[config.mk]
export PLATFORM = sky130hd
export DESIGN_NAME = ex_muldiv_unit
export DESIGN_NICKNAME = d
export VERILOG_FILES = /design/src/rtl/ex_muldiv_unit.sv
export SDC_FILE = /design/constraint.sdc
export NUM_CORES = 1
export LEC_CHECK = 0
export CAP_MARGIN = 20
export CORE_MARGIN = 2
export CORE_UTILIZATION = 50
export CTS_CLUSTER_DIAMETER = 100
export DETAILED_ROUTE_END_ITERATION = 16
export GPL_ROUTABILITY_DRIVEN = 0
export PLACE_DENSITY_LB_ADDON = 0.05
export SLEW_MARGIN = 10
export SYNTH_ARGS = -nofsm -noshare
export SYNTH_HDL_FRONTEND = slang
export SYNTH_SLANG_ARGS = --single-unit
[constraint.sdc]
create_clock -name clk -period 5.4 [get_ports clk]
set_input_delay 1.62 -clock clk [delete_from_list [all_inputs] [get_ports clk]]
set_output_delay 1.62 -clock clk [all_outputs]
set_load 0.03 [all_outputs]
[src/rtl/ex_muldiv_unit.sv]
// ============================================================================
//  Module      : ex_muldiv_unit
//  Description : Execute-stage iterative RV32M multiply/divide unit. Accepts
//                one M-extension operation at a time, stalls the pipeline via
//                busy_o and presents a registered result with a one-cycle
//                done_o pulse.
//                Optional feature macro: MULDIV_FAST_MUL_EN
//                  defined   - multiplies use one combinational 33x33 signed
//                              product and complete through the fast path
//                  undefined - multiplies run the 32-step shift-add datapath
//  Ports       : clk       - pipeline clock, rising edge
//                reset_n   - asynchronous active-low reset
//                start_i   - valid M-extension operation in ID/EX
//                op_i      - RV32M funct3 (MUL..REMU)
//                op_a_i    - rs1 value
//                op_b_i    - rs2 value
//                flush_i   - abort any operation in flight
//                busy_o    - stall request to the hazard unit
//                done_o    - one-cycle pulse, result_o valid
//                result_o  - registered result
//  Revision    : 1.0 - initial release
// ============================================================================
`default_nettype none

module ex_muldiv_unit #(
    parameter int XLEN = 32
) (
    input  logic            clk,
    input  logic            reset_n,
    input  logic            start_i,
    input  logic [2:0]      op_i,
    input  logic [XLEN-1:0] op_a_i,
    input  logic [XLEN-1:0] op_b_i,
    input  logic            flush_i,
    output logic            busy_o,
    output logic            done_o,
    output logic [XLEN-1:0] result_o
);

    typedef enum logic [1:0] {
        S_IDLE = 2'd0,
        S_BUSY = 2'd1,
        S_DONE = 2'd2
    } state_t;

    localparam logic [XLEN-1:0] C_INT_MIN  = {1'b1, {(XLEN-1){1'b0}}};
    localparam logic [XLEN-1:0] C_ALL_ONES = {XLEN{1'b1}};

    state_t            r_state;
    state_t            w_state_nxt;
    logic [4:0]        r_cnt;
    logic [2:0]        r_op;
    logic              r_neg;      // final result must be negated
    logic [XLEN-1:0]   r_b;        // multiplicand or divisor magnitude
    logic [2*XLEN-1:0] r_acc;      // mul: {partial, multiplier}; div: {rem, quo}
    logic [XLEN-1:0]   r_result;

    logic              w_accept;
    logic              w_finish;

    // ------------------------------------------------------------------
    // Operand decode at accept time
    // ------------------------------------------------------------------
    logic            w_is_div;
    logic            w_a_signed;
    logic            w_b_signed;
    logic            w_a_neg;
    logic            w_b_neg;
    logic            w_neg;
    logic            w_div_zero;
    logic            w_div_ovf;
    logic            w_fast;
    logic [XLEN-1:0] w_a_mag;
    logic [XLEN-1:0] w_b_mag;
    logic [XLEN-1:0] w_fast_result;

    assign w_is_div   = op_i[2];
    // Unsigned rs1 only for MULHU, DIVU, REMU (funct3 3, 5, 7)
    assign w_a_signed = ~(op_i[0] & (op_i[1] | op_i[2]));
    // MULHSU additionally treats rs2 as unsigned
    assign w_b_signed = w_a_signed & (op_i != 3'd2);
    assign w_a_neg    = w_a_signed & op_a_i[XLEN-1];
    assign w_b_neg    = w_b_signed & op_b_i[XLEN-1];
    assign w_a_mag    = w_a_neg ? (~op_a_i + 1'b1) : op_a_i;
    assign w_b_mag    = w_b_neg ? (~op_b_i + 1'b1) : op_b_i;
    // Remainder takes the dividend's sign; quotient and product the XOR
    assign w_neg      = (w_is_div & op_i[1]) ? w_a_neg : (w_a_neg ^ w_b_neg);
    assign w_div_zero = w_is_div & (op_b_i == '0);
    assign w_div_ovf  = w_is_div & ~op_i[0] & (op_a_i == C_INT_MIN) &
                        (op_b_i == C_ALL_ONES);

`ifdef MULDIV_FAST_MUL_EN
    logic [2*XLEN-1:0] w_a_ext;
    logic [2*XLEN-1:0] w_b_ext;
    logic [2*XLEN-1:0] w_fast_prod;

    // Sign/zero-extended operands: the low 2*XLEN bits of their product equal
    // the 33x33 signed product for every signedness combination.
    assign w_a_ext     = {{XLEN{w_a_neg}}, op_a_i};
    assign w_b_ext     = {{XLEN{w_b_neg}}, op_b_i};
    assign w_fast_prod = w_a_ext * w_b_ext;
    assign w_fast      = w_div_zero | w_div_ovf | ~w_is_div;

    always_comb begin
        w_fast_result = '0;
        if (w_div_zero) begin
            w_fast_result = op_i[1] ? op_a_i : C_ALL_ONES;
        end else if (w_div_ovf) begin
            w_fast_result = op_i[1] ? '0 : C_INT_MIN;
        end else if (op_i[1:0] == 2'd0) begin
            w_fast_result = w_fast_prod[XLEN-1:0];
        end else begin
            w_fast_result = w_fast_prod[2*XLEN-1:XLEN];
        end
    end
`else
    assign w_fast = w_div_zero | w_div_ovf;

    always_comb begin
        w_fast_result = '0;
        if (w_div_zero) begin
            w_fast_result = op_i[1] ? op_a_i : C_ALL_ONES;
        end else if (w_div_ovf) begin
            w_fast_result = op_i[1] ? '0 : C_INT_MIN;
        end
    end
`endif

    // ------------------------------------------------------------------
    // Iteration step (one bit per clock)
    // ------------------------------------------------------------------
    logic [XLEN:0]     w_rem_shift;
    logic [2*XLEN-1:0] w_acc_nxt;
`ifndef MULDIV_FAST_MUL_EN
    logic [XLEN:0]     w_sum;
`endif

    always_comb begin
        // Partial remainder shifted left; may briefly need XLEN+1 bits
        w_rem_shift = r_acc[2*XLEN-1:XLEN-1];
        w_acc_nxt   = r_acc;
`ifndef MULDIV_FAST_MUL_EN
        w_sum       = '0;
`endif
        if (r_op[2]) begin
            if (w_rem_shift >= {1'b0, r_b}) begin
                w_acc_nxt = {w_rem_shift[XLEN-1:0] - r_b, r_acc[XLEN-2:0], 1'b1};
            end else begin
                w_acc_nxt = {w_rem_shift[XLEN-1:0], r_acc[XLEN-2:0], 1'b0};
            end
        end
`ifndef MULDIV_FAST_MUL_EN
        else begin
            w_sum     = {1'b0, r_acc[2*XLEN-1:XLEN]} +
                        (r_acc[0] ? {1'b0, r_b} : {(XLEN+1){1'b0}});
            w_acc_nxt = {w_sum, r_acc[XLEN-1:1]};
        end
`endif
    end

    // Final sign fix-up applied to the accumulator after the last step
    logic [2*XLEN-1:0] w_prod_fix;
    logic [XLEN-1:0]   w_quo_fix;
    logic [XLEN-1:0]   w_rem_fix;
    logic [XLEN-1:0]   w_iter_result;

    assign w_prod_fix = r_neg ? (~w_acc_nxt + 1'b1) : w_acc_nxt;
    assign w_quo_fix  = r_neg ? (~w_acc_nxt[XLEN-1:0] + 1'b1) : w_acc_nxt[XLEN-1:0];
    assign w_rem_fix  = r_neg ? (~w_acc_nxt[2*XLEN-1:XLEN] + 1'b1)
                              : w_acc_nxt[2*XLEN-1:XLEN];

    always_comb begin
        w_iter_result = '0;
        if (r_op[2]) begin
            w_iter_result = r_op[1] ? w_rem_fix : w_quo_fix;
        end else if (r_op[1:0] == 2'd0) begin
            w_iter_result = w_prod_fix[XLEN-1:0];
        end else begin
            w_iter_result = w_prod_fix[2*XLEN-1:XLEN];
        end
    end

    // ------------------------------------------------------------------
    // Control FSM
    // ------------------------------------------------------------------
    always_ff @(posedge clk or negedge reset_n) begin
        if (!reset_n) begin
            r_state <= S_IDLE;
        end else begin
            r_state <= w_state_nxt;
        end
    end

    always_comb begin
        w_state_nxt = r_state;
        busy_o      = 1'b0;
        done_o      = 1'b0;
        w_accept    = 1'b0;
        w_finish    = 1'b0;
        case (r_state)
            S_IDLE: begin
                // busy_o asserted combinationally so ID/EX freezes this cycle
                if (start_i && !flush_i) begin
                    w_accept    = 1'b1;
                    busy_o      = 1'b1;
                    w_state_nxt = w_fast ? S_DONE : S_BUSY;
                end
            end
            S_BUSY: begin
                busy_o = 1'b1;
                if (flush_i) begin
                    w_state_nxt = S_IDLE;
                end else if (r_cnt == 5'd0) begin
                    w_finish    = 1'b1;
                    w_state_nxt = S_DONE;
                end
            end
            S_DONE: begin
                done_o      = ~flush_i;
                w_state_nxt = S_IDLE;
            end
            default: begin
                w_state_nxt = S_IDLE;
            end
        endcase
    end

    // ------------------------------------------------------------------
    // Datapath registers
    // ------------------------------------------------------------------
    always_ff @(posedge clk or negedge reset_n) begin
        if (!reset_n) begin
            r_cnt    <= 5'd0;
            r_op     <= 3'd0;
            r_neg    <= 1'b0;
            r_b      <= '0;
            r_acc    <= '0;
            r_result <= '0;
        end else if (w_accept) begin
            r_op  <= op_i;
            r_neg <= w_neg;
            if (w_is_div) begin
                r_b   <= w_b_mag;
                r_acc <= {{XLEN{1'b0}}, w_a_mag};
            end else begin
                r_b   <= w_a_mag;
                r_acc <= {{XLEN{1'b0}}, w_b_mag};
            end
            if (w_fast) begin
                r_result <= w_fast_result;
            end else begin
                r_cnt <= 5'd31;
            end
        end else if (r_state == S_BUSY && !flush_i) begin
            r_acc <= w_acc_nxt;
            if (r_cnt != 5'd0) begin
                r_cnt <= r_cnt - 5'd1;
            end
            if (w_finish) begin
                r_result <= w_iter_result;
            end
        end
    end

    assign result_o = r_result;

endmodule

`default_nettype wire

Word-level counts from Yosys, hierarchy flattened
Index checks and enable logic that the tools add are counted.
- eq/ne operators: 9
- $lt $le $gt $ge: 1
- bitwise operators: 20
- $add $sub $neg: 8
- mux-type cells: 40
- reduce and logical (&&, ||, !) cells: 14
- operators by type and width (kind ; count):
    two-way mux 32 bit ; 18
    two-way mux 64 bit ; 5
    adder 32 x 1 -> 32 bit (second input constant) ; 4
    inverter 32 bit ; 4
    adder 64 x 1 -> 64 bit (second input constant) ; 1
    == test 32 bit (second input constant) ; 2
    inverter 64 bit ; 1
    adder 32 x 32 -> 33 bit ; 1
    >= comparator 33 x 32 -> 1 bit ; 1
    logical NOT 32 bit ; 1
    subtractor 32 bit ; 1
    two-way mux 5 bit ; 4
    AND 1 bit ; 9
    two-way mux 2 bit ; 4
    two-way mux 1 bit ; 7
    AND reduction 3 bit ; 2
    nonzero test 2 bit ; 3
    logical NOT 5 bit ; 1
    nonzero test 5 bit ; 1
    subtractor 5 x 1 -> 5 bit (second input constant) ; 1
    logical NOT 2 bit ; 2
    != test 2 bit (second input constant) ; 2
    case mux 2 bit (2 select lines) ; 1
    != test 3 x 2 -> 1 bit (second input constant) ; 1
    other kinds (11) ; 15
- register bits: 139
- bits of input ports: 71
- word-level logic and storage cells: 99
- output and inout bits: 34

Depth between registers and ports, before layout
- depth in word-level cells: 11
- mapped depth: 21
- mapped depth without buffers: 19

Least setup slack after synthesis
OpenSTA, ideal clock, no wires.
- kind: register -> register
- from: register r_op[2]
- to: register r_result[26], in the netlist result_o[26]
- setup time: 0.125 ns
- required time: 5.275 ns
- clock period less this slack: 4.905 ns
- stages on the path, launching flop included: 20
- data arrival time: 4.779 ns
- slack: 0.495 ns
- buffers on the path: 8
- cell sequence: dfrtp_1 > buf_2 > buf_2 > buf_2 > buf_2 > buf_2 > clkbuf_1 > buf_1 > buf_1 > o21bai_1 > ha_1 > and2_1 > nand3_1 > or2_2 > nor4_1 > a21oi_1 > or4_1 > a31o_1 > o221ai_1 > a21oi_1
- cells in the longest elaborated chain, start to end: 9
- elaborated cells between the ends (all ways): 16
- those cells by class: 3 x add/sub; 10 x mux; 3 x bitwise
- ends and longest elaborated chain (item ; line ; source):
    start: declaration ; 52 ; logic [2:0] r_op;
    start signal: assignment ; 240 ; r_op <= op_i;
    two-way mux 64 bit ; 145 ; if (r_op[2]) begin
    inverter 64 bit (tied with other cells) ; 167 ; assign w_prod_fix = r_neg ? (~w_acc_nxt + 1'b1) : w_acc_nxt;
    adder 64 x 1 -> 64 bit (tied with other cells) ; 167 ;
    two-way mux 64 bit (tied with other cells) ; 167 ;
    two-way mux 32 bit, on equally long branches ; 176, 175 ;
    two-way mux 32 bit (*) ; 174 ; if (r_op[2]) begin
    two-way mux 32 bit (*) ; 259 ; if (w_finish) begin
    two-way mux 32 bit (*) ; 254 ; end else if (r_state == S_BUSY && !flush_i) begin
    two-way mux 32 bit (*) ; 239 ; end else if (w_accept) begin
    end signal: assignment ; 250 ; r_result <= w_fast_result;
    end signal: assignment ; 260 ; r_result <= w_iter_result;
    end: declaration ; 56 ; logic [XLEN-1:0] r_result;
Every way passes the cells marked *; elsewhere a longest branch is shown, timed or not. The select of a mux whose other input is x is not followed.
A chain may end at the register's enable or synchronous reset.

Worst setup path in the final report
- from: register r_acc[38]
- to: register r_result[26], in the netlist result_o[26]
- cells in the longest elaborated chain, start to end: 11
- elaborated cells between the ends (all ways): 20
- those cells by class: 5 x add/sub; 1 x order compare; 11 x mux; 3 x bitwise
- ends and longest elaborated chain (item ; line ; source):
    start: declaration ; 55 ; logic [2*XLEN-1:0] r_acc;
    start signal: assignment ; 244 ; r_acc <= {{XLEN{1'b0}}, w_a_mag};
    start signal: assignment ; 247 ; r_acc <= {{XLEN{1'b0}}, w_b_mag};
    start signal: assignment ; 255 ; r_acc <= w_acc_nxt;
    subtractor 32 bit or >= comparator 33 x 32 -> 1 bit (tied branches) ; 147, 146 ;
    two-way mux 64 bit ; 146 ; if (w_rem_shift >= {1'b0, r_b}) begin
    two-way mux 64 bit (*) ; 145 ;
    inverter 64 bit (tied with other cells) ; 167 ;
    adder 64 x 1 -> 64 bit (tied with other cells) ; 167 ;
    two-way mux 64 bit (tied with other cells) ; 167 ;
    two-way mux 32 bit, on equally long branches ; 176, 175 ;
    two-way mux 32 bit (*) ; 174 ;
    two-way mux 32 bit (*) ; 259 ;
    two-way mux 32 bit (*) ; 254 ;
    two-way mux 32 bit (*) ; 239 ;
Marked as above.

==> results.py <==
metrics = {
    "power_and_ir_drop": {
        "power-per-cell-area_mw_per_mm2": 567.7,
        "post-layout-total-power_mw": 10.31,
        "max-vdd-ir-drop_mv": 0.2706,
        "power_leakage_nw": 7.434,
    },
    "routing": {
        "wl_met3_mm": 7.383,
        "drt-initial-drc-count": 2299,
        "detailed_routed_wire_length_on_met2_mm": 27.35,
        "route.detailed.wl_per_inst_um": 24.37,
        "postRouteWirelength_mm": 65.40,
        "met1_length_mm": 25.73,
        "route.detailed.vias_per_inst": 6.750,
        "topRoutingLayerUsed": "met5",
        "route.detailed.drc": 0,
        "detail-route-antenna-nets": 0,
        "dr_total_vias": 18109,
        "drt_pre_antenna_iters": 9,
    },
    "global_routing": {
        "track_usage": 0.3909,
        "grt_pass1_vias": 16699,
        "grt_pass1_wl_mm": 98.73,
        "global_route.overflow_total": 0,
        "antenna_found_initial": 4,
        "grt_start_max_net_pins": 101,
    },
    "setup_path": {
        "required_time_at_the_worst_slack_endpoint_ns": 5.71,
        "critical_path_fanout_max": 16,
        "timing.critical_path.from_type": "flip-flop",
        "cp.arrival_ns": 5.52,
        "endpoint_kind": "flip-flop",
        "timing.setup.critical_path_class": "flip-flop to flip-flop",
    },
    "finish": {
        "finalNetCount": 2417,
        "post_route_cells_drive_above_1_share": 0.08443,
        "final.fill_count": 2926,
        "finalInstanceArea_mm2": 0.01817,
        "layout-area-overhead-vs-synth_pct": 15.41,
        "final_core_density": 0.5893,
    },
    "clocking": {
        "cts.sinks": 139,
        "root_buffer_selected_by_cts": "sky130_fd_sc_hd__clkbuf_16",
        "cts.clk_slew.worst_paths_ns": 0.06,
        "cts_inserted_buffers": 17,
        "max-clock-path-buffers": 2,
        "insertion_delay_ns": 0.44,
        "tritoncts": "done",
        "postCtsHoldBufs": 0,
        "cts_max_level": 4,
    },
    "synth": {
        "synthesized_nets": 2327,
        "syn_area_mm2": 0.01574,
        "netlist-cell-type-count": 88,
        "postSynth.asyncResetShare": 1.000,
        "yosys_register_bits": 139,
        "post_synth_inst_count": 2183,
        "yosys_warnings": 0,
        "yosysSeqAreaShare": 0.2210,
        "synth_edf_count": 0,
        "post_synth.cell_area_avg_um2": 7.211,
        "ys_dominant_reg_cell": "sky130_fd_sc_hd__dfrtp_1",
    },
    "sta": {
        "rsz0062_at_grt": "no",
        "clock_skew_after_layout_ns": 0.01535,
        "final-hold-violation-count": 0,
        "finalMaxSlewViolations": 0,
        "setup-violations-final": 0,
        "final_worst_path_cycle_share": 0.9648,
        "timing.fmax_mhz": 191.9,
        "worst_slew_margin_rel": 0.3027,
        "worst_slew_pin_slew_ns": 1.043,
        "setup_total_negative_slack_ns": 0,
        "min_period_ns": 5.210,
    },
    "die": {
        "chipHeight_um": 181.4,
        "design.core.area_mm2": 0.03083,
        "rows": 64,
        "floorplan.initialDensity": 0.5106,
        "floorplan.die.width_um": 181.4,
        "num_io_pins": 105,
        "design.die.area_mm2": 0.03292,
    },
    "placed_design": {
        "numPortBuffers": 104,
        "place.detailed.hpwl_mm": 51.04,
        "postPlaceCellArea_mm2": 0.01753,
    },
    "worst_hold_path": {
        "hp-class": "flip-flop to flip-flop",
    },
    "outcome": {
        "result_of_the_run": "finished clean",
    },
    "flow_run": {
        "number_of_maximum_capacitance_constraint_violations": 0,
    },
}
-- cell usage in the layout, fill, tap and decap left out, types with 12 or more instances in the layout --
cell type	Yosys	layout
sky130_fd_sc_hd__or2_2	13	13
sky130_fd_sc_hd__dfrtp_1	139	137
sky130_fd_sc_hd__o31ai_1	29	29
sky130_fd_sc_hd__xnor2_1	89	89
sky130_fd_sc_hd__and2_1	41	41
sky130_fd_sc_hd__a211oi_1	14	14
sky130_fd_sc_hd__o221ai_1	13	13
sky130_fd_sc_hd__o21ai_0	258	258
sky130_fd_sc_hd__a22o_1	12	12
sky130_fd_sc_hd__nand4_1	35	35
sky130_fd_sc_hd__nor2_1	186	185
sky130_fd_sc_hd__inv_1	84	84
sky130_fd_sc_hd__mux2i_1	46	46
sky130_fd_sc_hd__nor3_1	58	55
sky130_fd_sc_hd__ha_1	71	71
sky130_fd_sc_hd__clkdlybuf4s50_1	0	102
sky130_fd_sc_hd__nand2b_1	12	12
sky130_fd_sc_hd__xor2_1	70	70
sky130_fd_sc_hd__o211ai_1	56	56
sky130_fd_sc_hd__a21oi_1	175	174
sky130_fd_sc_hd__a21o_1	30	30
sky130_fd_sc_hd__clkbuf_16	0	17
sky130_fd_sc_hd__or3_1	19	18
sky130_fd_sc_hd__buf_4	2	101
sky130_fd_sc_hd__nor4_1	21	21
sky130_fd_sc_hd__nand3_1	55	55
sky130_fd_sc_hd__nand2_1	261	260
sky130_fd_sc_hd__a31oi_1	41	41
sky130_fd_sc_hd__and3_1	13	13
sky130_fd_sc_hd__or4_1	13	13
-- routing by layer --
layer / vias up / track usage
li1: 8184 / -
met2: 1211 / 0.5848
met1: 8471 / 0.5052
met5: - / 0
met3: 239 / 0.09507
met4: 4 / 0.2501
-- synth_stat cells (41+ instances only) --
cell	number	share of area
sky130_fd_sc_hd__nand2_1	261	0.062
sky130_fd_sc_hd__o21ai_0	258	0.082
sky130_fd_sc_hd__nor2_1	186	0.044
sky130_fd_sc_hd__a21oi_1	175	0.056
sky130_fd_sc_hd__dfrtp_1	139	0.22
sky130_fd_sc_hd__clkbuf_1	105	0.025
sky130_fd_sc_hd__xnor2_1	89	0.050
sky130_fd_sc_hd__inv_1	84	0.020
sky130_fd_sc_hd__ha_1	71	0.056
sky130_fd_sc_hd__xor2_1	70	0.039
sky130_fd_sc_hd__nor3_1	58	0.018
sky130_fd_sc_hd__o211ai_1	56	0.027
sky130_fd_sc_hd__nand3_1	55	0.017
sky130_fd_sc_hd__mux2i_1	46	0.029
sky130_fd_sc_hd__a31oi_1	41	0.016
sky130_fd_sc_hd__and2_1	41	0.016
-- worst paths after layout --
kind / from / endpoint / slack, ns / depth (start not counted)
worst max-delay path: r_acc[38]$_DFFE_PN0P_ / result_o[26]$_DFFE_PN0P_ / 0.19 / 17
worst min-delay path: result_o[8]$_DFFE_PN0P_ / result_o[8]$_DFFE_PN0P_ / 0.53 / 1
worst max register to register: r_acc[38]$_DFFE_PN0P_ / result_o[26]$_DFFE_PN0P_ / 0.19 / 17
worst min register to register: result_o[8]$_DFFE_PN0P_ / result_o[8]$_DFFE_PN0P_ / 0.53 / 1
max in group asynchronous: reset_n / result_o[1]$_DFFE_PN0P_ / 3.31 / 2
min in group asynchronous: reset_n / r_acc[41]$_DFFE_PN0P_ / 1.25 / 1
-- where the power goes --
part,switching [mW],leakage (nW),internal (mW),total [mW]
Combinational,4.73,5.40,2.66,7.39
Clock,0.504,0.297,0.746,1.25
Sequential,0.360,1.74,1.31,1.67
Total,5.60,7.43,4.72,10.3
-- registers in the layout, summed over array words and instances, names as in the netlist --
name	flops
result_o	32
r_neg	1
r_cnt	5
r_state	2
r_b	32
r_acc	64
r_op	3
-- area by class of cell --
cell class / count / area [um^2] / share of cell area
timing repair buffer: 207 / 1836 / 0.1010
multi-input combinational: 1821 / 11410 / 0.6283
clock inverter: 8 / 107.6 / 0.005923
inverter: 87 / 326.6 / 0.01798
antenna: 1 / 2.502 / 0.0001377
clock buffer: 24 / 501.7 / 0.02762
tap: 396 / 495.5 / 0.02727
sequential: 139 / 3483 / 0.1917
-- through the flow --
step / setup slack [ns] / instances / hold slack, ns
floorplan: 0.4954 / 2183 / 0.4632
global placement: 0.2549 / 2648 / 0.4913
detailed placement: 0.1105 / 2648 / 0.5104
CTS: 0.2124 / 2680 / 0.5249
global route: 0.0006937 / 2682 / 0.5545
finish: 0.1899 / 2683 / 0.5283
-- kinds of logic after synthesis --
| group | count (synthesis) | synth area share |
|---|---|---|
| adder cells (fa/ha/maj) | 73 | 0.05898 |
| XOR/XNOR | 159 | 0.08847 |
| AND/OR/NAND/NOR | 771 | 0.2346 |
| AO/OA/AOI/OAI | 763 | 0.3047 |
| multiplexers | 55 | 0.03640 |
| flip-flops | 139 | 0.2210 |
| buffers and inverters | 223 | 0.05580 |
-- worst max-delay path: stages, from the launching register on --
cell,delay (ns)
sky130_fd_sc_hd__dfrtp_1,0.46
sky130_fd_sc_hd__ha_1,0.49
sky130_fd_sc_hd__nand2_1,0.18
sky130_fd_sc_hd__nor4_1,0.40
sky130_fd_sc_hd__buf_4,0.21
sky130_fd_sc_hd__nand4_1,0.12
sky130_fd_sc_hd__o211ai_1,0.41
sky130_fd_sc_hd__buf_4,0.25
sky130_fd_sc_hd__nor2_2,0.07
sky130_fd_sc_hd__buf_4,0.23
sky130_fd_sc_hd__nand3_1,0.12
sky130_fd_sc_hd__o211ai_1,0.25
sky130_fd_sc_hd__nor4_2,0.60
sky130_fd_sc_hd__nand4_1,0.18
sky130_fd_sc_hd__or4_1,0.51
sky130_fd_sc_hd__a31o_1,0.23
sky130_fd_sc_hd__o221ai_1,0.24
sky130_fd_sc_hd__a21oi_1,0.11
-- repair_timing --
action,4_1_cts,5_1_grt
gates resized for setup,0,3
hold endpoints to repair,0,0
buffers inserted,0,2
endpoints found under the setup margin,0,16
(Power assumes the default switching activity.)
